### config.mk
export PLATFORM = sky130hd
export DESIGN_NAME = spi_boot_master_flat
export DESIGN_NICKNAME = d
export VERILOG_FILES = /design/src/rtl/spi_boot_master_if.sv /design/src/rtl/spi_boot_master.sv /design/src/flat_wrapper.sv
export SDC_FILE = /design/constraint.sdc
export NUM_CORES = 1
export LEC_CHECK = 0
export CAP_MARGIN = 20
export CORE_ASPECT_RATIO = 1.4
export CORE_MARGIN = 3
export CORE_UTILIZATION = 55
export DETAILED_ROUTE_END_ITERATION = 7
export PLACE_DENSITY_LB_ADDON = 0.3
export SLEW_MARGIN = 25
export SYNTH_ARGS = -nofsm -noshare
export SYNTH_HDL_FRONTEND = slang
export SYNTH_SLANG_ARGS = --single-unit
### constraint.sdc
create_clock -name clk -period 7.38 [get_ports clk]
set_input_delay 1.845 -clock clk [delete_from_list [all_inputs] [get_ports clk]]
set_output_delay 1.845 -clock clk [all_outputs]
set_load 0.005 [all_outputs]
### src/rtl/spi_boot_master_if.sv
// Request/response bus between the FPGA boot-loader logic and spi_boot_master.
interface spi_boot_master_if;
  localparam int unsigned AW = 32;
  localparam int unsigned DW = 32;

  logic          req_valid_i;
  logic          req_ready_o;
  logic          req_write_i;
  logic [AW-1:0] req_addr_i;
  logic [DW-1:0] req_wdata_i;
  logic          rsp_valid_o;
  logic [DW-1:0] rsp_rdata_o;
  logic          busy_o;

  modport master (
    output req_valid_i, req_write_i, req_addr_i, req_wdata_i,
    input  req_ready_o, rsp_valid_o, rsp_rdata_o, busy_o
  );

  modport slave (
    input  req_valid_i, req_write_i, req_addr_i, req_wdata_i,
    output req_ready_o, rsp_valid_o, rsp_rdata_o, busy_o
  );
endinterface

### src/rtl/spi_boot_master.sv
// Single-lane mode-0 SPI master turning 32-bit write/read requests into
// 0x02 / 0x0B slave command frames for the boot loader.
module spi_boot_master #(
  parameter int unsigned CLK_DIV      = 4,
  parameter int unsigned DUMMY_CYCLES = 32
) (
  input  logic             clk,
  input  logic             rst,
  spi_boot_master_if.slave bus,
  output logic             spi_clk_o,
  output logic             spi_cs_o,
  output logic             spi_sdo0_o,
  input  logic             spi_sdi0_i
);

  localparam int unsigned DIV_W    = (CLK_DIV > 1) ? $clog2(CLK_DIV) : 1;
  localparam int unsigned MAX_BITS = (DUMMY_CYCLES > 32) ? DUMMY_CYCLES : 32;
  localparam int unsigned BIT_W    = $clog2(MAX_BITS);

  localparam logic [7:0]       CMD_WRITE  = 8'h02;
  localparam logic [7:0]       CMD_READ   = 8'h0B;
  localparam logic [DIV_W-1:0] DIV_LAST   = DIV_W'(CLK_DIV - 1);
  localparam logic [BIT_W-1:0] LAST_CMD   = BIT_W'(7);
  localparam logic [BIT_W-1:0] LAST_WORD  = BIT_W'(31);
  localparam logic [BIT_W-1:0] LAST_DUMMY = BIT_W'(DUMMY_CYCLES - 1);

  typedef enum logic [2:0] {
    S_IDLE, S_CMD, S_ADDR, S_WDATA, S_DUMMY, S_RDATA, S_HOLD, S_GUARD
  } state_t;

  state_t           state, state_n;
  logic [DIV_W-1:0] div_cnt, div_n;
  logic [BIT_W-1:0] bit_cnt, bit_n, slot_last;
  logic [31:0]      tx_sr, tx_n;
  logic [31:0]      rx_sr, rx_n;
  logic [31:0]      addr_q, addr_n;
  logic [31:0]      wdata_q, wdata_n;
  logic             write_q, write_n;
  logic             sdi_meta, sdi_sync;
  logic             ready_n, busy_n, rsp_valid_n;
  logic [31:0]      rdata_n;
  logic             sclk_n, cs_n, sdo_n;
  logic             div_last;
  logic [7:0]       cmd_sel;

  // tx_sr holds the bits still to be sent after the one currently on spi_sdo0_o
  always_comb begin
    state_n     = state;
    div_n       = div_cnt;
    bit_n       = bit_cnt;
    tx_n        = tx_sr;
    rx_n        = rx_sr;
    addr_n      = addr_q;
    wdata_n     = wdata_q;
    write_n     = write_q;
    ready_n     = bus.req_ready_o;
    busy_n      = bus.busy_o;
    rsp_valid_n = 1'b0;
    rdata_n     = bus.rsp_rdata_o;
    sclk_n      = spi_clk_o;
    cs_n        = spi_cs_o;
    sdo_n       = spi_sdo0_o;
    div_last    = (div_cnt == DIV_LAST);
    cmd_sel     = bus.req_write_i ? CMD_WRITE : CMD_READ;

    unique case (state)
      S_CMD:   slot_last = LAST_CMD;
      S_DUMMY: slot_last = LAST_DUMMY;
      default: slot_last = LAST_WORD;
    endcase

    unique case (state)
      S_IDLE: begin
        if (bus.req_valid_i) begin
          state_n = S_CMD;
          addr_n  = bus.req_addr_i;
          wdata_n = bus.req_wdata_i;
          write_n = bus.req_write_i;
          tx_n    = {cmd_sel[6:0], 25'h0};
          sdo_n   = cmd_sel[7];
          cs_n    = 1'b0;
          sclk_n  = 1'b0;
          div_n   = '0;
          bit_n   = '0;
          ready_n = 1'b0;
          busy_n  = 1'b1;
        end
      end

      S_CMD, S_ADDR, S_WDATA, S_DUMMY, S_RDATA: begin
        div_n = div_cnt + DIV_W'(1);
        if (div_last) begin
          div_n  = '0;
          sclk_n = ~spi_clk_o;
          // End of the high phase closes the bit slot
          if (spi_clk_o) begin
            bit_n = bit_cnt + BIT_W'(1);
            tx_n  = {tx_sr[30:0], 1'b0};
            sdo_n = tx_sr[31];
            if (state == S_RDATA) rx_n = {rx_sr[30:0], sdi_sync};
            if (bit_cnt == slot_last) begin
              bit_n = '0;
              unique case (state)
                S_CMD: begin
                  state_n = S_ADDR;
                  tx_n    = {addr_q[30:0], 1'b0};
                  sdo_n   = addr_q[31];
                end
                S_ADDR: begin
                  if (write_q) begin
                    state_n = S_WDATA;
                    tx_n    = {wdata_q[30:0], 1'b0};
                    sdo_n   = wdata_q[31];
                  end else begin
                    state_n = S_DUMMY;
                    tx_n    = '0;
                    sdo_n   = 1'b0;
                  end
                end
                S_DUMMY: begin
                  state_n = S_RDATA;
                  sdo_n   = 1'b0;
                end
                default: begin
                  state_n = S_HOLD;
                  sdo_n   = 1'b0;
                end
              endcase
            end
          end
        end
      end

      S_HOLD: begin
        div_n = div_cnt + DIV_W'(1);
        if (div_last) begin
          state_n     = S_GUARD;
          div_n       = '0;
          cs_n        = 1'b1;
          rsp_valid_n = 1'b1;
          rdata_n     = write_q ? 32'h0 : rx_sr;
        end
      end

      S_GUARD: begin
        div_n = div_cnt + DIV_W'(1);
        if (div_last) begin
          state_n = S_IDLE;
          div_n   = '0;
          ready_n = 1'b1;
          busy_n  = 1'b0;
        end
      end

      default: state_n = S_IDLE;
    endcase
  end

  // State, datapath and registered outputs; MISO passes a 2-FF synchroniser
  always_ff @(posedge clk or posedge rst) begin
    if (rst) begin
      state           <= S_IDLE;
      div_cnt         <= '0;
      bit_cnt         <= '0;
      tx_sr           <= '0;
      rx_sr           <= '0;
      addr_q          <= '0;
      wdata_q         <= '0;
      write_q         <= 1'b0;
      sdi_meta        <= 1'b0;
      sdi_sync        <= 1'b0;
      bus.req_ready_o <= 1'b1;
      bus.busy_o      <= 1'b0;
      bus.rsp_valid_o <= 1'b0;
      bus.rsp_rdata_o <= '0;
      spi_clk_o       <= 1'b0;
      spi_cs_o        <= 1'b1;
      spi_sdo0_o      <= 1'b0;
    end else begin
      state           <= state_n;
      div_cnt         <= div_n;
      bit_cnt         <= bit_n;
      tx_sr           <= tx_n;
      rx_sr           <= rx_n;
      addr_q          <= addr_n;
      wdata_q         <= wdata_n;
      write_q         <= write_n;
      sdi_meta        <= spi_sdi0_i;
      sdi_sync        <= sdi_meta;
      bus.req_ready_o <= ready_n;
      bus.busy_o      <= busy_n;
      bus.rsp_valid_o <= rsp_valid_n;
      bus.rsp_rdata_o <= rdata_n;
      spi_clk_o       <= sclk_n;
      spi_cs_o        <= cs_n;
      spi_sdo0_o      <= sdo_n;
    end
  end

endmodule

### src/flat_wrapper.sv
// flat-port wrapper written by rule: the top's interface ports become plain ports
module spi_boot_master_flat 
#(
  parameter int unsigned CLK_DIV      = 4,
  parameter int unsigned DUMMY_CYCLES = 32
)
  (clk, rst, spi_clk_o, spi_cs_o, spi_sdo0_o, spi_sdi0_i, bus_req_valid_i, bus_req_write_i, bus_req_addr_i, bus_req_wdata_i, bus_req_ready_o, bus_rsp_valid_o, bus_rsp_rdata_o, bus_busy_o);
  spi_boot_master_if bus_i ();
  input  logic clk;
  input  logic rst;
  output logic spi_clk_o;
  output logic spi_cs_o;
  output logic spi_sdo0_o;
  input  logic spi_sdi0_i;
  input wire logic [$bits(bus_i.req_valid_i)-1:0] bus_req_valid_i;
  input wire logic [$bits(bus_i.req_write_i)-1:0] bus_req_write_i;
  input wire logic [$bits(bus_i.req_addr_i)-1:0] bus_req_addr_i;
  input wire logic [$bits(bus_i.req_wdata_i)-1:0] bus_req_wdata_i;
  output wire logic [$bits(bus_i.req_ready_o)-1:0] bus_req_ready_o;
  output wire logic [$bits(bus_i.rsp_valid_o)-1:0] bus_rsp_valid_o;
  output wire logic [$bits(bus_i.rsp_rdata_o)-1:0] bus_rsp_rdata_o;
  output wire logic [$bits(bus_i.busy_o)-1:0] bus_busy_o;
  assign bus_i.req_valid_i = bus_req_valid_i;
  assign bus_i.req_write_i = bus_req_write_i;
  assign bus_i.req_addr_i = bus_req_addr_i;
  assign bus_i.req_wdata_i = bus_req_wdata_i;
  assign bus_req_ready_o = bus_i.req_ready_o;
  assign bus_rsp_valid_o = bus_i.rsp_valid_o;
  assign bus_rsp_rdata_o = bus_i.rsp_rdata_o;
  assign bus_busy_o = bus_i.busy_o;
  spi_boot_master #(.CLK_DIV(CLK_DIV), .DUMMY_CYCLES(DUMMY_CYCLES)) u_core (.clk(clk), .rst(rst), .bus(bus_i), .spi_clk_o(spi_clk_o), .spi_cs_o(spi_cs_o), .spi_sdo0_o(spi_sdo0_o), .spi_sdi0_i(spi_sdi0_i));
endmodule
==> flow_summary.ini <==
[global_route]
grt_max_degree = 109
grtUsageMet1_pct = 24.4
grt_pass1_wl_mm = 24.9
gr-usage-met2_pct = 34.4
grt_use_total_pct = 19.8
grt_antenna_before_repair = 0
grt.overflow.total = 0
groute.layer.met3.usage_pct = 4.09
number_of_global_route_vias_before_repair = 5227
global_route.peak_usage_layer = met2

[layout]
layout.cells.non_filler = 909
antenna-diode-count = 0
drive_gt1_share_pct = 19.5
final_common_cell = dfrtp_1
total_number_of_nets_in_the_final_design = 785
commonest_cells_after_routing_fill_and_taps_aside = dfrtp_1 (176), clkdlybuf4s50_1 (106), mux2_2 (97), nand2_1 (44), o21ai_0 (39)
area_growth_pct = 23.3

[job]
max_cap_violations = 0

[worst_setup_path]
setup.reg_to_reg.worst_slack_ns = 4.42
crit_path_max_fanout = 68
worst_path_max_delay_cell = or4b_4
critical_path_arrival_ns = 4.40
timing.critical_path.required_ns = 7.71
timing_worst_setup_path_type = input port to flop
r2r_cells = 5
critical_path.cell_chain = clkdlybuf4s50_1 > or4b_4 > o311a_2 > or4_1 > o21ai_0
start_kind = input port
setup.worst_path.end_class = flop
worst_stage_delay_on_the_critical_path_ns = 0.83

[cts]
cts_tree = yes
cts.hold.buffers_added = 0
cts_resized = 0
tritoncts_buffer_count = 17
clk_pin_slew_ns = 0.06
ctsLongestPathBuffers = 2
clk_root_buffer_cell = clkbuf_16
clock_tree.htree_level_count = 4
tritoncts_num_sinks = 178
postCtsSetupBuffers = 0
clock_latency_ns = 0.42

[timing]
finalWorstPathRequiredPeriod_ns = 4.07
timing.final.setup_violations = 0
hold_viol_final = 0
timing.setup.tns_ns = 0
slew-limit-headroom_pct = 37.8
worst_slew_pin_slew_ns = 0.933
period_utilization_pct = 55.2
slew_viol_final = 0
rsz0062_at_grt = no
layout_setup_ws_ns = 3.31
max_freq_mhz = 246
finalClockSkew_ns = 0.0102

[route]
drc_errors = 0
initialDrtViolationCount = 199
wl_per_cell_um = 15.9
vias_per_cell = 5.52
wirelength_mm = 14.5
drt.antenna.violating_nets = 0
drtPass1Iterations = 5
detailroute.via_count = 5020

[floorplanning]
die_w_um = 105
start_util_pct = 56.4
floorplan.io_pins = 107
dieArea_um2 = 15300
floorplan.rows = 50
core_region_area_um2 = 13500
fp.dieH_um = 145

[yosys]
synth_seq_area_share_pct = 58.7
post_synth_num_cell_types = 48
synth_ff_type = dfrtp_1
synth_top_area_cell = dfrtp_1
netlist_top_cells_area = dfrtp_1 (58%), mux2_2 (14%), a22o_1 (3.6%)
postSynthRegisterBits = 178
synthesis.nets = 703
async_reset_ff_share_pct = 100
syn_area_per_cell_um2 = 12.0
synth_largest_type_area_fraction_pct = 58.0
number_of_enable_type_register_cells_in_the_synthesized_netlist = 0
syn_inst = 632
mappedNetlistArea_um2 = 7590
ys.warnings.count = 0

[placed_design]
dp_worst_setup_slack_ns = 2.93
gp_weighted_congestion = 0.762
post_placement_cell_count = 877
port_buffer_count = 106
place.detailed.hpwl_mm = 9.33

[worst_hold_path]
worst_hold_path.num_cells = 0
hold_path.class = flop to flop

[power]
max-vdd-ir-drop_v = 0.000183
power.static_leakage_nw = 4.03
power_density_nw_per_um2 = 325

[outcome]
result_of_the_run = finished, final reports clean
-- registers in the layout (all words and copies together) (netlist names) --
name / cells
u_core.addr_q: 32
u_core.bit_cnt: 5
u_core.bus.busy_o: 1
u_core.bus.req_ready_o: 1
u_core.bus.rsp_rdata_o: 32
u_core.bus.rsp_valid_o: 1
u_core.div_cnt: 2
u_core.rx_sr: 32
u_core.sdi_meta: 1
u_core.sdi_sync: 1
u_core.spi_clk_o: 1
u_core.spi_cs_o: 1
u_core.spi_sdo0_o: 1
u_core.state: 3
u_core.tx_sr: 31
u_core.wdata_q: 32
u_core.write_q: 1
-- worst max-delay path: cells and delay by family --
family          cells  cell delay [ns]
simple gates        2             1.37
compound gates      2             0.57
buf+inv             1             0.53
-- synthesized netlist by cell type (all sizes together), types with 6 or more instances --
library cell  number
mux2              97
inv                6
a22oi             30
clkbuf            33
nor2              37
nand2             44
a21oi             34
o21ai             39
buf               15
nand2b            35
a22o              31
dfrtp            176
-- metrics by stage --
stage,power (W),hold WS [ns],cell area (um2),util (%)
2_1_floorplan,0.00193,0.331,7590,-
3_3_place_gp,0.00210,0.343,8740,65.0
3_5_place_dp,0.00215,0.345,8740,65.0
4_1_cts,0.00307,0.360,9360,69.6
5_1_grt,0.00322,0.356,9360,69.6
6_report,0.00304,0.354,9360,69.6
-- power breakdown --
group          switching, W  internal [W]  leakage, nW  total [W]
clock network      0.000355      0.000554        0.292   0.000909
logic              0.000314      0.000391         1.45   0.000705
registers          0.000206       0.00122         2.29    0.00143
-- path summary, 6_finish.rpt --
| path | from | end |
|---|---|---|
| worst max-delay path | bus_req_valid_i | u_core.bit_cnt[4] |
| worst min-delay path | u_core.sdi_meta | u_core.sdi_sync |
| worst max register to register | u_core.state[1] | u_core.bit_cnt[3] |
| worst min register to register | u_core.sdi_meta | u_core.sdi_sync |
| max in group asynchronous | rst | u_core.write_q |
| min in group asynchronous | rst | u_core.bus.rsp_rdata_o[0] |
-- kinds of logic after synthesis --
| group | Yosys count | share of synthesized area (%) |
|---|---|---|
| buf+inv | 54 | 2.93 |
| compound gates | 157 | 13.9 |
| simple gates | 141 | 9.30 |
| mux | 100 | 14.8 |
| flops | 178 | 58.7 |
| fa+ha+maj | 2 | 0.330 |
-- cell type report --
class | instances | area [um2]
Clock buffer | 25 | 515
Sequential cell | 178 | 4460
Inverter | 6 | 27.5
Clock inverter | 7 | 96.3
Timing Repair Buffer | 111 | 1100
Multi-Input combinational cell | 400 | 2940
Fill cell | 959 | 4090
Tap cell | 182 | 228
-- metal layers --
metal | up-vias | share of wire [%]
li1 | 2429 | -
met1 | 2469 | 42
met2 | 107 | 53
met3 | 15 | 3.7
met4 | 0 | 1.4
met5 | - | 0
Power figures use the tool's default switching activity.
